**config.mk**
```make
export PLATFORM = sky130hd
export DESIGN_NAME = deshifter
export DESIGN_NICKNAME = d
export VERILOG_FILES = /design/src/rtl/deshifter_pkg.sv /design/src/rtl/deshifter.sv
export SDC_FILE = /design/constraint.sdc
export NUM_CORES = 1
export LEC_CHECK = 0
export CORE_MARGIN = 4
export CORE_UTILIZATION = 26
export CTS_CLUSTER_SIZE = 10
export DETAILED_ROUTE_END_ITERATION = 7
export HOLD_SLACK_MARGIN = 0.05
export PLACE_DENSITY = 0.47
export REMOVE_ABC_BUFFERS = 1
export SYNTH_ARGS = -nofsm -noshare
export SYNTH_HDL_FRONTEND = slang
export SYNTH_SLANG_ARGS = --single-unit
```
**constraint.sdc**
```tcl
create_clock -name clk -period 2.7 [get_ports clk]
set_input_delay 0.54 -clock clk [delete_from_list [all_inputs] [get_ports clk]]
set_output_delay 0.54 -clock clk [all_outputs]
set_load 0.1 [all_outputs]
```
**src/rtl/deshifter_pkg.sv**
```systemverilog
// Shared definitions for the 20-bit LSB-first serial link receiver.
// Optional build macro: DESHIFTER_PARITY_EN appends an even-parity bit to every frame.
package deshifter_pkg;

  // Link width shared with the parallel-load shift transmitter.
  localparam int LINK_WIDTH = 20;

  typedef enum logic {
    IDLE = 1'b0,
    RECV = 1'b1
  } state_e;

`ifdef DESHIFTER_PARITY_EN
  localparam int PARITY_BITS = 1;
`else
  localparam int PARITY_BITS = 0;
`endif

  // Serial bits per frame: data bits plus the optional parity bit.
  function automatic int frame_len(input int width);
    return width + PARITY_BITS;
  endfunction

endpackage

```
**src/rtl/deshifter.sv**
```systemverilog
// Serial-in, parallel-out receiver for the LSB-first link.
// A start strobe marks bit 0; the word is rebuilt by right-shifting so bit 0
// ends at the LSB. The completed word is held on data_out with a one-cycle
// data_valid pulse. A start during a partial frame aborts it (frame_err).
// Optional build macro: DESHIFTER_PARITY_EN (frame carries an extra even-parity
// bit; parity_err pulses with data_valid on mismatch). Without it parity_err is 0.
module deshifter
  import deshifter_pkg::*;
#(
  parameter int WIDTH = LINK_WIDTH,
  parameter int CNT_W = 5
) (
  input  logic             clk,
  input  logic             reset,
  input  logic             start,
  input  logic             serial_in,
  output logic [WIDTH-1:0] data_out,
  output logic             data_valid,
  output logic             busy,
  output logic             frame_err,
  output logic             parity_err
);

  localparam int              FRAME_LEN = frame_len(WIDTH);
  // Counter value of the final sample of a frame (last data bit or parity bit).
  localparam logic [CNT_W-1:0] LAST_CNT = CNT_W'(FRAME_LEN - 1);
  localparam logic [CNT_W-1:0] CNT_ONE  = CNT_W'(1);

  state_e             state_q, state_d;
  logic [CNT_W-1:0]   cnt_q, cnt_d;
  logic [WIDTH-1:0]   sreg_q, sreg_d;
  logic [WIDTH-1:0]   dout_q, dout_d;
  logic               valid_q, valid_d;
  logic               ferr_q, ferr_d;
`ifdef DESHIFTER_PARITY_EN
  logic               perr_q, perr_d;
`endif

  // Newest sample enters at the MSB; after WIDTH samples bit 0 sits at the LSB.
  logic [WIDTH-1:0]   shifted;
  assign shifted = {serial_in, sreg_q[WIDTH-1:1]};

  // Next-state logic: a start always wins, restarting the frame from bit 0.
  always_comb begin
    state_d = state_q;
    cnt_d   = cnt_q;
    sreg_d  = sreg_q;
    dout_d  = dout_q;
    valid_d = 1'b0;
    ferr_d  = 1'b0;
`ifdef DESHIFTER_PARITY_EN
    perr_d  = 1'b0;
`endif
    if (start) begin
      ferr_d  = (state_q == RECV);
      state_d = RECV;
      cnt_d   = CNT_ONE;
      sreg_d  = shifted;
    end else if (state_q == RECV) begin
      if (cnt_q == LAST_CNT) begin
        valid_d = 1'b1;
        state_d = IDLE;
        cnt_d   = '0;
`ifdef DESHIFTER_PARITY_EN
        // Final sample is the parity bit; data is already fully assembled.
        dout_d  = sreg_q;
        perr_d  = ^{serial_in, sreg_q};
`else
        dout_d  = shifted;
        sreg_d  = shifted;
`endif
      end else begin
        sreg_d = shifted;
        cnt_d  = cnt_q + CNT_ONE;
      end
    end
  end

  // State and output registers; reset clears everything asynchronously.
  always_ff @(posedge clk or posedge reset) begin
    if (reset) begin
      state_q <= IDLE;
      cnt_q   <= '0;
      sreg_q  <= '0;
      dout_q  <= '0;
      valid_q <= 1'b0;
      ferr_q  <= 1'b0;
`ifdef DESHIFTER_PARITY_EN
      perr_q  <= 1'b0;
`endif
    end else begin
      state_q <= state_d;
      cnt_q   <= cnt_d;
      sreg_q  <= sreg_d;
      dout_q  <= dout_d;
      valid_q <= valid_d;
      ferr_q  <= ferr_d;
`ifdef DESHIFTER_PARITY_EN
      perr_q  <= perr_d;
`endif
    end
  end

  assign data_out   = dout_q;
  assign data_valid = valid_q;
  assign busy       = (state_q == RECV);
  assign frame_err  = ferr_q;
`ifdef DESHIFTER_PARITY_EN
  assign parity_err = perr_q;
`else
  assign parity_err = 1'b0;
`endif

endmodule

```
## Word-level counts from Yosys, hierarchy flattened

Index checks and enable logic that the tools add are counted.

| cells by class | value |
|---|---|
| add/subtract/negate cells | 1 |
| eq/ne operators | 1 |
| mux-type cells | 12 |
| bitwise gates (word level) | 1 |
| reduce and logical (&&, ||, !) cells | 2 |

Operators by type and width:

| cell | number |
|---|---|
| two-way mux 20 bit | 2 |
| two-way mux 5 bit | 3 |
| two-way mux 1 bit | 7 |
| adder 5 x 1 -> 5 bit (second input constant) | 1 |
| equality test 5 bit (second input constant) | 1 |
| AND reduction 3 bit | 1 |
| nonzero test 2 bit | 1 |
| NOT 1 bit | 1 |

| word-level totals | value |
|---|---|
| register bits | 48 |
| bits of input ports | 4 |
| word-level logic and storage cells | 23 |

## Logic depth before layout (Yosys ltp)

Gate-level depths: netlist of the first run.

| logic depth | value |
|---|---|
| depth after elaboration | 4 |
| depth in mapped cells | 5 |

## Worst setup path after synthesis of the first run

No wires, ideal clock.

| timing path | value |
|---|---|
| path type | flip-flop to flip-flop |
| from | register state_q (netlist: busy) |
| to | register dout_q[10] (netlist: data_out[10]) |
| setup time | 125 ps |
| arrival | 2084 ps |
| slack | 491 ps |
| cell stages (with the launch flop) | 5 |
| buffers on the path | 2 |
| clock period less this slack | 2209 ps |
| cells stage by stage | dfrtp_1 -> buf_2 -> or3b_4 -> buf_6 -> mux2_4 |

| between the ends | value |
|---|---|
| longest elaborated chain between the ends | 1 |

Ends and longest elaborated chain:

| what | RTL line | source |
|---|---|---|
| start, declared | deshifter.sv:29 | `state_e state_q, state_d;` |
| start signal, assigned | deshifter.sv:92 | `state_q <= state_d;` |
| AND reduction 3 bit (no source line) | n/a |  |
| end signal, assigned | deshifter.sv:95 | `dout_q <= dout_d;` |
| end, declared | deshifter.sv:32 | `logic [WIDTH-1:0] dout_q, dout_d;` |

No other way between the ends.
A chain may end at the register's enable or synchronous reset.

## Worst setup path in the final report of the first run

| timing path | value |
|---|---|
| from | input port start |
| to | register dout_q[12] (netlist: data_out[12]) |

| between the ends | value |
|---|---|
| longest elaborated chain between the ends | 2 |

Ends and longest elaborated chain:

| what | RTL line | source |
|---|---|---|
| start, declared | deshifter.sv:15 | `input logic start,` |
| NOT 1 bit (no source line) | n/a |  |
| AND reduction 3 bit (no source line) | n/a |  |

No other way between the ends.

==> results of run 1 <==
## cell type report
| cell class | instances | area, sq um |
|---|---|---|
| Fill cell | 697 | 4640 |
| Tap cell | 96 | 120 |
| Multi-Input combinational cell | 63 | 673 |
| Sequential cell | 47 | 1180 |
| Timing Repair Buffer | 29 | 225 |
| Inverter | 2 | 7.51 |
| Clock buffer | 8 | 100 |
## power by group
part	switching, mW	total, mW	internal, mW
clock network	0.216	0.450	0.234
registers	0.0185	0.745	0.727
logic	0.0568	0.0887	0.0319
## worst max-delay path by stage
stage	end	from	slack, ns	cells past startpoint
global placement	data_out[16]	start	0.49	3
finish	data_out[12]	start	0.77	3
CTS	data_out[12]	start	0.77	3
global route	data_out[12]	start	0.73	3
detailed placement	data_out[18]	start	0.46	3
floorplan	data_out[0]	busy	0.56	2
## placed cells by master (no fill, tap or decap), drive strengths merged
master and count:
xnor2 1, mux2i 1, a21o 1, buf 26, xor2 1, nand4 1, inv 2, ha 1
or3b 1, o21ai 2, and4b 1, clkdlybuf4s50 3, nand4bb 1, nand2b 1, dfrtp 47, nor2b 2
nor2 3, and2 1, a21oi 2, clkbuf 8, or3 1, conb 1, nand2 2, mux2 39
## per-stage QoR
step	hold WS [ns]	cell area [sq um]	std cells
6_report	0.518	2300	245
5_1_grt	0.539	2300	245
4_1_cts	0.525	2300	245
3_5_place_dp	0.497	2200	237
3_3_place_gp	0.485	2200	237
2_1_floorplan	0.476	1860	112
## state kept, by name (all words and copies together) (netlist names)
register and flops:
data_out 20, cnt_q 5, data_valid 1, busy 1, frame_err 1, sreg_q 19
## layer usage
metal / track usage [%] / vias to the layer above / share of wire, %
li1: - / 464 / -
met1: 10.5 / 511 / 49
met2: 12.0 / 23 / 45
met3: 3.06 / 5 / 5.2
met4: 3.30 / 0 / 1.3
met5: 0 / - / 0
## cell families (layout without fill, tap and decap cells)
group | count (synthesis) | count (layout)
other cells | 1 | 1
compound gates | 5 | 5
fa+ha+maj | 1 | 1
simple gates | 14 | 14
buf+inv | 8 | 39
mux | 40 | 40
xor+xnor | 2 | 2
flops | 47 | 47
==> flow_metrics.py, run 1 <==
metrics = {
    "sta": {
        "tns_ns": 0,
        "rsz0062_at_grt": "no",
        "setup_ws_ns": 0.765,
        "maxSlewViolCount": 0,
        "setup_viol": 0,
        "layout_worst_path_cycle_share_pct": 71.7,
        "period_needed_ns": 1.93,
        "final_hold_viol_count": 0,
        "finalClockSkew_ns": 0.00564,
        "fmax_mhz": 517,
    },
    "synthesis": {
        "ys_ff_latch": 47,
        "yosysSeqAreaShare_pct": 61.9,
        "synthTopCellsByCount": "47 x dfrtp_1, 20 x mux2_2, 19 x mux2_4",
        "synth_top_family_by_area": "multiplexers",
        "synth_top_area_share_pct": 61.9,
        "synth_area_sq_um": 1900,
        "synthAdderAreaFrac_pct": 0.658,
        "synth_area_leaders": "dfrtp_1 62%, mux2_4 15%, mux2_2 12%",
        "synth-simple-area-share_pct": 4.81,
        "synth_top_cell_by_area": "dfrtp_1",
        "synth_xor_area_share_pct": 0.922,
        "synthMuxAreaShare_pct": 27.4,
        "yosys_warnings": 0,
        "async_flop_share_pct": 100,
        "syn_avg_cell_area_sq_um": 16.1,
        "yosysMostFrequentCell": "dfrtp_1",
        "synthDistinctLibCells": 27,
        "synth_flop_cell": "dfrtp_1",
        "syn_inst": 118,
        "synth_compound_area_share_pct": 1.45,
        "synth_edf_count": 0,
    },
    "placement": {
        "io_buffers": 26,
        "dpl.hpwl_um": 2190,
        "gp_congestion": 0.664,
        "dp_slack_ns": 0.455,
    },
    "worst_setup_path": {
        "crit_slowest_cell": "or3b_4",
        "r2r_end": "data_out[12]",
        "crit_path_start_kind": "input pin",
        "path_buf_inv": 1,
        "worstPathMaxFanout": 21,
        "crit_type": "in -> reg",
        "cp.required_ns": 2.88,
        "slowest_delay_ns": 0.64,
        "reg2reg_depth": 4,
        "end_kind": "flip-flop",
        "r2r_start": "cnt_q[0]",
        "path_cells": "clkdlybuf4s50_1 > or3b_4 > mux2_4",
        "crit_arrival_ns": 2.11,
        "r2r_slack_ns": 0.84,
        "crit_family": "simple AND/OR/NAND/NOR gates",
    },
    "global_route": {
        "grt_pass1_wl_um": 5440,
        "antenna_found_initial": 0,
        "first_global_vias": 1110,
        "grt-ovfl-total": 0,
        "grt_max_degree": 23,
        "track_usage_pct": 8.06,
    },
    "detailed_routing": {
        "drtAntennaViolNets": 0,
        "dr.first_iter.drc_count": 29,
        "avgRoutedWirePerCell_um": 13.2,
        "drtPass1Iterations": 3,
        "viasPerCell": 4.09,
        "routed_wl_um": 3240,
        "vias": 1003,
        "drc": 0,
    },
    "pwr": {
        "total_leakage_power_nw": 1.14,
        "p_per_area_nw_per_um2": 558,
        "vdd_drop_max_uv": 191,
        "power_mw": 1.28,
    },
    "floorplan": {
        "io_pins": 28,
        "core_area_sq_um": 6940,
        "die_h_um": 93.5,
        "die_x_um": 93.5,
        "start_util_pct": 27.4,
        "rows": 30,
        "die_area_sq_um": 8740,
    },
    "clock_network": {
        "clkTransAtPathRegs_ns": 0.08,
        "root_buffer": "clkbuf_8",
        "post_cts_resized": 0,
        "clock_sinks": 47,
        "clock_latency_ns": 0.29,
        "cts_setup_buffers": 0,
        "htreeDepth": 2,
        "clock_path_buffers": 2,
        "cts-buffers-inserted": 5,
        "cts_tree": "done",
        "cts_hold_repair.buffers": 0,
    },
    "run_status": {
        "status": "completed",
    },
    "finish": {
        "utilization_pct": 33.2,
        "antennaDiodeCount": 0,
        "layout.nets": 153,
        "area_delta_synth_final_pct": 21.1,
        "drive_gt1_share_pct": 50.3,
    },
    "flow_run": {
        "maxCapViolCount": 0,
    },
    "hold_path": {
        "min_from": "sreg_q[1]",
        "holdPathStages": 1,
        "hold_path_end": "data_out[0]",
        "hold_path.class": "reg -> reg",
    },
}
Power figures use the tool's default switching activity.
==> run 2: changes to the inputs <==
PLACE_DENSITY = 0.49   (was 0.47)
clock period = 1.7 ns   (was 2.7 ns; I/O delays follow)
==> run 2 against run 1 <==
Net effect: the flow now finishes with violations (setup timing); register-to-register slack worse by 0.92 ns; clock skew barely moved; die area did not move; highest routed layer unchanged; utilization rose by 6.7 points; count of clock-buffer cells in the layout decreased by 2; sequential cell count unchanged; total power rose by 72%; clock power rose by 86%; cell count rose by 5.3%; non-clock buffer count rose by 13.
==> flow_metrics.py, run 2 (synthesis results as in run 1) <==
metrics = {
    "finish": {
        "antennaDiodeCount": 0,
        "final_common_cell": "dfrtp_1",
        "largest_reg_flops": 20,
        "area_delta_synth_final_pct": 45.5,
        "fin_area_sq_um": 2770,
        "drive_gt1_share_pct": 55.6,
        "layout.nets": 166,
        "layout_common_cells": "47 x dfrtp_1, 26 x buf_12, 20 x mux2_2, 19 x mux2_4, 12 x buf_4",
        "fin_cells": 258,
    },
    "clock_network": {
        "clock_sinks": 47,
        "cts-buffers-inserted": 5,
        "cts_hold_repair.buffers": 0,
        "cts_tree": "done",
        "clkTransAtPathRegs_ns": 0.09,
        "root_buffer": "clkbuf_8",
        "htreeDepth": 2,
        "clock_latency_ns": 0.30,
        "clock_path_buffers": 2,
    },
    "sta": {
        "rsz0062_at_grt": "yes",
        "final_hold_viol_count": 0,
        "period_needed_ns": 1.78,
        "setup_ws_ns": -0.0754,
        "finalClockSkew_ns": 0.00565,
        "hold_slack_ns": 0.382,
        "fmax_mhz": 563,
        "setup_viol": 20,
        "maxSlewViolCount": 0,
        "layout_worst_path_cycle_share_pct": 104,
    },
    "pwr": {
        "switching_share_pct": 22.4,
        "seq_power_share_pct": 53.5,
        "total_leakage_power_nw": 1.30,
        "vdd_drop_max_uv": 439,
        "internal_power_mw": 1.72,
        "power_frac_clock_pct": 38.0,
        "p_per_area_nw_per_um2": 800,
        "p_sw_mw": 0.496,
        "combPwrFrac_pct": 8.6,
    },
    "floorplan": {
        "core_area_sq_um": 6940,
        "die_area_sq_um": 8740,
        "io_pins": 28,
        "die_x_um": 93.5,
        "start_util_pct": 27.4,
        "die_h_um": 93.5,
        "rows": 30,
    },
    "placement": {
        "io_buffers": 26,
        "place_area_sq_um": 2580,
        "dp_cells": 244,
        "gp_congestion": 0.683,
        "dpl.hpwl_um": 2220,
    },
    "global_route": {
        "antenna_found_initial": 0,
        "grt-ovfl-total": 0,
        "track_usage_pct": 9.14,
        "first_global_vias": 1233,
        "grt_max_degree": 48,
        "grt_pass1_wl_um": 6120,
    },
    "detailed_routing": {
        "viasPerCell": 4.13,
        "drtPass1Iterations": 3,
        "avgRoutedWirePerCell_um": 14.0,
        "drtAntennaViolNets": 0,
        "drc": 0,
        "vias": 1066,
        "dr.first_iter.drc_count": 39,
        "routed_wl_um": 3610,
    },
    "worst_setup_path": {
        "slowest_delay_ns": 0.47,
        "worstPathMaxFanout": 11,
        "crit_type": "reg -> reg",
        "end_kind": "flip-flop",
        "crit_path_start_kind": "flip-flop",
        "cp.required_ns": 1.88,
        "crit_slowest_cell": "or3b_4",
        "path_cells": "ha_2 > nand4bb_1 > or3b_4 > buf_12 > mux2_4",
        "crit_arrival_ns": 1.96,
    },
    "flow_run": {
        "maxCapViolCount": 0,
    },
    "run_status": {
        "status": "finished, violations left",
        "violations": "setup timing",
    },
    "hold_path": {
        "hold_path.class": "in -> async",
    },
}
run 2: cell count changes in the layout (fill, tap and decap cells not counted), sizes merged:
cell | previous run | this run
buf | 26 | 39
clkbuf | 8 | 6
bufinv | 0 | 1
clkinv | 0 | 1
run 2: final timing paths:
path	start	endpoint	slack, ns	cells after the start
worst min-delay path	reset	frame_err	0.38	3
worst max register to register	cnt_q[0]	data_out[18]	-0.08	5
max in group asynchronous	reset	sreg_q[2]	1.09	3
min in group clk	sreg_q[1]	data_out[0]	0.53	1
worst min register to register	sreg_q[1]	data_out[0]	0.53	1
worst max-delay path	cnt_q[0]	data_out[18]	-0.08	5
run 2: timing repair:
action / 4_1_cts / 5_1_grt
gates resized for setup: 2 / 0
gates cloned: 1 / 0
pin swaps: 2 / 2
endpoints found under the setup margin: 20 / 20
setup buffers: 3 / 2
run 2: critical path: cells and delay by family (launching register included):
kind	cells	cell delay, ns
adder cells (fa/ha/maj)	1	0.20
buffers and inverters	1	0.18
flip-flops	1	0.38
multiplexers	1	0.30
AND/OR/NAND/NOR	2	0.60
run 2: power groups by stage:
stage | clock (mW) | combinational, mW | sequential [mW]
2_1_floorplan | 0 | 0.0734 | 1.23
3_3_place_gp | 0 | 0.171 | 1.20
3_5_place_dp | 0 | 0.179 | 1.20
4_1_cts | 0.872 | 0.186 | 1.18
5_1_grt | 0.925 | 0.206 | 1.19
6_report | 0.839 | 0.189 | 1.18
run 2: cell type report:
| type | count | area, sq um |
|---|---|---|
| clock buffers | 6 | 82.6 |
| clock inverters | 2 | 35.0 |
| fillers | 649 | 4180 |
| inverters | 2 | 7.51 |
| multi-input cells | 63 | 676 |
| flip-flops and latches | 47 | 1180 |
| well taps | 96 | 120 |
| repair buffers | 42 | 668 |
run 2: per-layer routing:
layer / part of all wire, % / wire length [um] / track usage [%]
met1: 47 / 1700 / 11.7
met3: 3.9 / 140 / 2.65
met2: 47 / 1680 / 14.2
met4: 2.2 / 78 / 4.03
met5: 0 / 0 / 0
run 2: per-stage QoR:
step / TNS (ns) / setup slack (ns) / util (%) / power [mW]
finish: -1.25 / -0.0754 / 39.8 / 2.21
CTS: -0.531 / -0.0452 / 39.6 / 2.24
global placement: -2.05 / -0.0736 / 37.2 / 1.37
detailed placement: -2.14 / -0.0838 / 37.2 / 1.38
global route: -2.15 / -0.123 / 39.8 / 2.32
floorplan: -15.37 / -0.435 / - / 1.31
==> run 3: changes to the inputs <==
SKIP_LAST_GASP = 1   (was unset)
==> results of run 3 <==
Same layout as run 2: the final DEF is identical, and so are final timing and power.
